`src/rtl/stage_wb_pipe.sv`:
```
`default_nettype none
// ============================================================================
//  Module   : stage_wb_pipe
//  Purpose  : Registered RISC-V write-back stage. Selects the result source
//             (load / ALU / PC+4 / CSR), formats load data by size, sign and
//             byte lane, and drives a one-cycle register-file write port with
//             stall/flush control and x0 write suppression.
//  Options  : WB_INSTRET_EN - adds the retired-instruction counter and the
//             instret output port.
//  Revision : 1.0 - initial release
// ============================================================================

`ifndef REG_WIDTH
`define REG_WIDTH 32
`endif

module stage_wb_pipe #(
    parameter int REG_WIDTH = `REG_WIDTH,
    parameter int RF_ADDR_W = 5
`ifdef WB_INSTRET_EN
    ,
    parameter int INSTRET_W = 64
`endif
) (
    input  logic                 clk,
    input  logic                 reset_n,
    input  logic                 mem_wb_valid,
    input  logic                 mem_wb_rd_we,
    input  logic [RF_ADDR_W-1:0] mem_wb_rd,
    input  logic [1:0]           mem_wb_wb_sel,
    input  logic [2:0]           mem_wb_funct3,
    input  logic [2:0]           mem_wb_addr_lo,
    input  logic [REG_WIDTH-1:0] mem_wb_alu_out,
    input  logic [REG_WIDTH-1:0] mem_wb_data_out,
    input  logic [REG_WIDTH-1:0] mem_wb_pc_plus4,
    input  logic [REG_WIDTH-1:0] mem_wb_csr_rdata,
    input  logic                 wb_stall,
    input  logic                 wb_flush,
    output logic                 wb_valid,
    output logic                 rf_we,
    output logic [RF_ADDR_W-1:0] rf_waddr,
    output logic [REG_WIDTH-1:0] rf_wdata
`ifdef WB_INSTRET_EN
    ,
    output logic [INSTRET_W-1:0] instret
`endif
);

    // Byte-lane offset is limited to the lanes that exist in one data word.
    localparam logic [2:0] c_OFF_MASK = (REG_WIDTH == 64) ? 3'b111 : 3'b011;
    localparam bit         c_IS_RV64  = (REG_WIDTH == 64);

    localparam logic [1:0] c_SEL_LOAD = 2'b00;
    localparam logic [1:0] c_SEL_ALU  = 2'b01;
    localparam logic [1:0] c_SEL_PC4  = 2'b10;
    localparam logic [1:0] c_SEL_CSR  = 2'b11;

    logic [2:0]           w_byte_off;
    logic [2:0]           w_half_off;
    logic [2:0]           w_word_off;
    logic [7:0]           w_byte;
    logic [15:0]          w_half;
    logic [31:0]          w_word;
    logic [REG_WIDTH-1:0] w_load_data;
    logic [REG_WIDTH-1:0] w_wb_data;
    logic                 w_rf_we_nxt;

    logic                 r_wb_valid;
    logic                 r_rf_we;
    logic [RF_ADDR_W-1:0] r_rf_waddr;
    logic [REG_WIDTH-1:0] r_rf_wdata;

    // Lane offsets: halves ignore bit 0, words only use bit 2 (RV64 only).
    assign w_byte_off = mem_wb_addr_lo & c_OFF_MASK;
    assign w_half_off = w_byte_off & 3'b110;
    assign w_word_off = c_IS_RV64 ? (w_byte_off & 3'b100) : 3'b000;

    // Extract the addressed byte, half and word from the raw read word.
    assign w_byte = 8'(mem_wb_data_out >> {w_byte_off, 3'b000});
    assign w_half = 16'(mem_wb_data_out >> {w_half_off, 3'b000});
    assign w_word = 32'(mem_wb_data_out >> {w_word_off, 3'b000});

    // Load formatting by funct3; unsupported codes pass the raw word through.
    always_comb begin
        w_load_data = mem_wb_data_out;
        case (mem_wb_funct3)
            3'b000:  w_load_data = REG_WIDTH'($signed(w_byte));
            3'b100:  w_load_data = REG_WIDTH'(w_byte);
            3'b001:  w_load_data = REG_WIDTH'($signed(w_half));
            3'b101:  w_load_data = REG_WIDTH'(w_half);
            3'b010:  w_load_data = REG_WIDTH'($signed(w_word));
            3'b110: begin
                if (c_IS_RV64) begin
                    w_load_data = REG_WIDTH'(w_word);
                end
            end
            default: w_load_data = mem_wb_data_out;
        endcase
    end

    // Result source select; 00/01 keep the old 1-bit memory/ALU meaning.
    always_comb begin
        w_wb_data = w_load_data;
        case (mem_wb_wb_sel)
            c_SEL_LOAD: w_wb_data = w_load_data;
            c_SEL_ALU:  w_wb_data = mem_wb_alu_out;
            c_SEL_PC4:  w_wb_data = mem_wb_pc_plus4;
            c_SEL_CSR:  w_wb_data = mem_wb_csr_rdata;
            default:    w_wb_data = w_load_data;
        endcase
    end

    // x0 is hard-wired to zero, so never request a write to it.
    assign w_rf_we_nxt = mem_wb_valid & mem_wb_rd_we & (mem_wb_rd != '0);

    // Output register: flush kills the slot but keeps address/data,
    // stall holds everything (a repeated write of the same value is harmless).
    always_ff @(posedge clk or negedge reset_n) begin
        if (!reset_n) begin
            r_wb_valid <= 1'b0;
            r_rf_we    <= 1'b0;
            r_rf_waddr <= '0;
            r_rf_wdata <= '0;
        end else if (wb_flush) begin
            r_wb_valid <= 1'b0;
            r_rf_we    <= 1'b0;
        end else if (!wb_stall) begin
            r_wb_valid <= mem_wb_valid;
            r_rf_we    <= w_rf_we_nxt;
            r_rf_waddr <= mem_wb_rd;
            r_rf_wdata <= w_wb_data;
        end
    end

    assign wb_valid = r_wb_valid;
    assign rf_we    = r_rf_we;
    assign rf_waddr = r_rf_waddr;
    assign rf_wdata = r_rf_wdata;

`ifdef WB_INSTRET_EN
    logic [INSTRET_W-1:0] r_instret;

    // Count every valid slot that actually enters the stage; wraps silently.
    always_ff @(posedge clk or negedge reset_n) begin
        if (!reset_n) begin
            r_instret <= '0;
        end else if (!wb_flush && !wb_stall && mem_wb_valid) begin
            r_instret <= r_instret + INSTRET_W'(1);
        end
    end

    assign instret = r_instret;
`endif

endmodule

`default_nettype wire

```
`config.mk`:
```
export PLATFORM = sky130hd
export DESIGN_NAME = stage_wb_pipe
export DESIGN_NICKNAME = d
export VERILOG_FILES = /design/src/rtl/stage_wb_pipe.sv
export SDC_FILE = /design/constraint.sdc
export NUM_CORES = 1
export LEC_CHECK = 0
export CAP_MARGIN = 20
export CORE_UTILIZATION = 33
export CTS_CLUSTER_DIAMETER = 50
export CTS_CLUSTER_SIZE = 28
export DETAILED_ROUTE_END_ITERATION = 10
export PLACE_DENSITY = 0.77
export SYNTH_ARGS = -nofsm -noshare
export SYNTH_HDL_FRONTEND = slang
export SYNTH_SLANG_ARGS = --single-unit
```
`constraint.sdc`:
```
create_clock -name clk -period 0.8 [get_ports clk]
set_input_delay 0.16 -clock clk [delete_from_list [all_inputs] [get_ports clk]]
set_output_delay 0.16 -clock clk [all_outputs]
set_load 0.005 [all_outputs]
```
==> flow_summary.json, run 1 <==
{
  "die_area_um2": 8990,
  "vias_per_cell": 5.46,
  "crit_start": "mem_wb_data_out[15]",
  "dp.cells": 660,
  "total_leakage_power_uw": 0.00286,
  "async_flop_share_pct": 100,
  "cp.required_ns": 0.97,
  "ir_drop_mv": 0.644,
  "status": "complete, but fails checks",
  "cts_sinks": 39,
  "worstHoldStart": "mem_wb_rd[3]",
  "rows": 33,
  "ios": 186,
  "clk_pin_slew_ns": 0.08,
  "gp_congestion": 0.951,
  "fin_util_pct": 72.0,
  "drt-total-wl_um": 13400,
  "ys.warnings.count": 0,
  "drt-pass1-iter-count": 5,
  "worstSetupEndpointType": "flip-flop",
  "arrival_ns": 1.53,
  "placeableCoreArea_um2": 8260,
  "synth_fp_nets": 483,
  "fmax_ghz": 0.739,
  "hp-class": "primary input to flip-flop",
  "cts_made_buffers": 5,
  "drv_cap": 0,
  "initial_utilization_pct": 34.4,
  "die_height_um": 94.8,
  "synth_most_common_cell": "a21oi_1",
  "routed-wl-met2_um": 7090,
  "r2r-start": "rf_wdata[22]",
  "num_vias": 3828,
  "insertion_delay_ns": 0.29,
  "cts_tree": "done",
  "hpwl_um": 9320,
  "io_buffers": 184,
  "ys_ff_latch": 39,
  "grt_pass1_vias": 3940,
  "design_area_um2": 5940,
  "period_needed_ns": 1.35,
  "cts-root-buf": "clkbuf_8",
  "slew_headroom_pct": 77.1,
  "ys_types": 39,
  "final_cells": 701,
  "pre_cts_ws_ns": -1.34,
  "yosys-top-cells-area": "dfrtp_1, mux2i_1, a221oi_1, a21oi_1, mux2_2",
  "syn_area_um2": 2840,
  "track_usage_pct": 28.2,
  "placed_cell_area_um2": 5310,
  "ys_top_cells_by_count": "a21oi_1, dfrtp_1, nand2_1",
  "synth_edf_count": 0,
  "grt_pass1_wl_um": 19300,
  "setup_slack_ns": -0.553,
  "finalCritPeriodShare_pct": 169,
  "ys_seq_area_share_pct": 34.3,
  "drtIter0Drc": 155,
  "netlist_instances": 336,
  "met1_length_um": 4890,
  "drive_above_1_share_pct": 40.9,
  "syn_area_per_cell_um2": 8.46,
  "rsz0062_at_grt": "yes",
  "die_w_um": 94.8,
  "path_max_fanout": 3,
  "htree_levels": 2,
  "finalSetupViolations": 72,
  "tightestPinTransition_ns": 0.344,
  "finalHoldViolations": 0,
  "antenna_found_initial": 0,
  "post-synth-top-area-fraction_pct": 34.3,
  "multi_input_area_um2": 2070,
  "grt_max_degree": 40,
  "area_growth_pct": 109,
  "grt_overflow_total": 0,
  "antenna_left": 0,
  "cts_max_path_buffers": 2,
  "synth_ff_type": "dfrtp_1",
  "wl_met3_um": 1110,
  "violations": "setup timing",
  "num_antenna_cells": 0,
  "power_uw": 6860,
  "synth_area_leader_cell": "dfrtp_1",
  "startpoint_type": "primary input",
  "criticalPathCategory": "primary input to flip-flop",
  "drc": 0,
  "highest_layer": "met4",
  "nFillCells": 626,
  "wl_per_cell_um": 19.1,
  "power_density_nw_per_um2": 1150,
  "skew_ns": 0,
  "report.final.slew_viol_count": 0,
  "area.sequential_um2": 976,
  "nNetsFinal": 742
}
-- cells in the final DEF, fill, tap and decap left out, types with 3 or more instances in the layout --
cell	synthesis	routed
a21oi_1	53	28
a21oi_2	0	24
a221oi_1	32	22
a221oi_2	0	6
a221oi_4	0	4
a2bb2oi_1	3	3
and3_1	4	4
buf_12	0	7
buf_2	2	46
buf_4	0	76
buf_6	2	12
buf_8	0	6
clkbuf_8	0	5
clkdlybuf4s50_1	0	97
clkinv_2	0	4
dfrtp_1	39	39
dlygate4sd2_1	0	15
dlymetal6s2s_1	0	15
inv_1	25	23
mux2_2	13	8
mux2_4	1	6
mux2i_1	29	27
nand2_1	34	33
nor2_1	21	19
nor2b_4	0	4
o2111ai_2	0	3
o21ai_1	0	4
o22ai_1	6	6
o2bb2ai_2	0	4
-- flip-flops by register name (all words and copies together) (netlist names) --
name,cells
rf_we,1
rf_waddr,5
rf_wdata,32
wb_valid,1
-- area by class of cell --
class                   instances  share of cell area [%]
repair buffers                281                    43.4
well taps                     105                    2.21
clock buffers                   5                    1.16
multi-input cells             242                    34.9
clock inverters                 3                   0.253
inverters                      26                    1.66
flip-flops and latches         39                    16.4
-- cells by family (layout without fill, tap and decap cells) --
group,count (synthesis),in the layout,share of synthesized area (%)
flops,39,39,34.3
mux,44,44,16.7
compound gates,124,124,29.7
simple gates,73,74,11.3
buf+inv,56,315,8.01
-- final timing paths --
kind	end	slack, ns	depth (start not counted)
min in group asynchronous	rf_wdata[11]	0.36	3
min reg2reg	rf_waddr[1]	0.48	2
max in group asynchronous	rf_waddr[4]	0.23	3
max	rf_wdata[12]	-0.55	7
max reg2reg	rf_wdata[22]	-0.18	4
min	rf_waddr[3]	0.09	3
-- worst max-delay path, stage by stage --
cell,delay (ns)
buf_2,0.12
mux4_2,0.48
buf_6,0.14
a211o_4,0.35
buf_6,0.13
o2111ai_2,0.05
a21oi_1,0.09
-- metrics by stage --
step,hold WS [ns],TNS [ns]
final,0.0920,-20.09
after global routing,0.0902,-22.11
after CTS,0.0868,-20.71
after detailed placement,0.146,-50.99
after global placement,0.143,-49.79
after floorplan,-0.136,-21.64
-- what timing repair did --
action / CTS / global route
hold buffers: 1 / 0
pin swaps: 24 / 23
gates resized for setup: 288 / 70
endpoints found under the hold margin: 39 / 0
setup endpoints to repair: 78 / 77
buffers inserted: 15 / 16
gates cloned: 5 / 0
-- routing by layer --
layer  vias to the layer above  track usage (%)
met5                         -                0
met4                         0             9.22
met3                        23             6.12
met1                      1835             31.7
met2                       204             52.3
li1                       1766                -
-- power by group --
part	switching (µW)	internal [µW]
Combinational	1320	1820
Sequential	159	2250
Clock	713	597
Total	2190	4670
Power figures use the tool's default switching activity.
==> run 2: changes to the inputs <==
--- a/config.mk
+++ b/config.mk
@@ -8,7 +8,6 @@
 export CAP_MARGIN = 20
 export CORE_UTILIZATION = 33
 export CTS_CLUSTER_DIAMETER = 50
-export CTS_CLUSTER_SIZE = 28
 export DETAILED_ROUTE_END_ITERATION = 10
 export PLACE_DENSITY = 0.77
 export SYNTH_ARGS = -nofsm -noshare
==> results of run 2 <==
Final layout, timing and power as in run 1 (identical DEF).
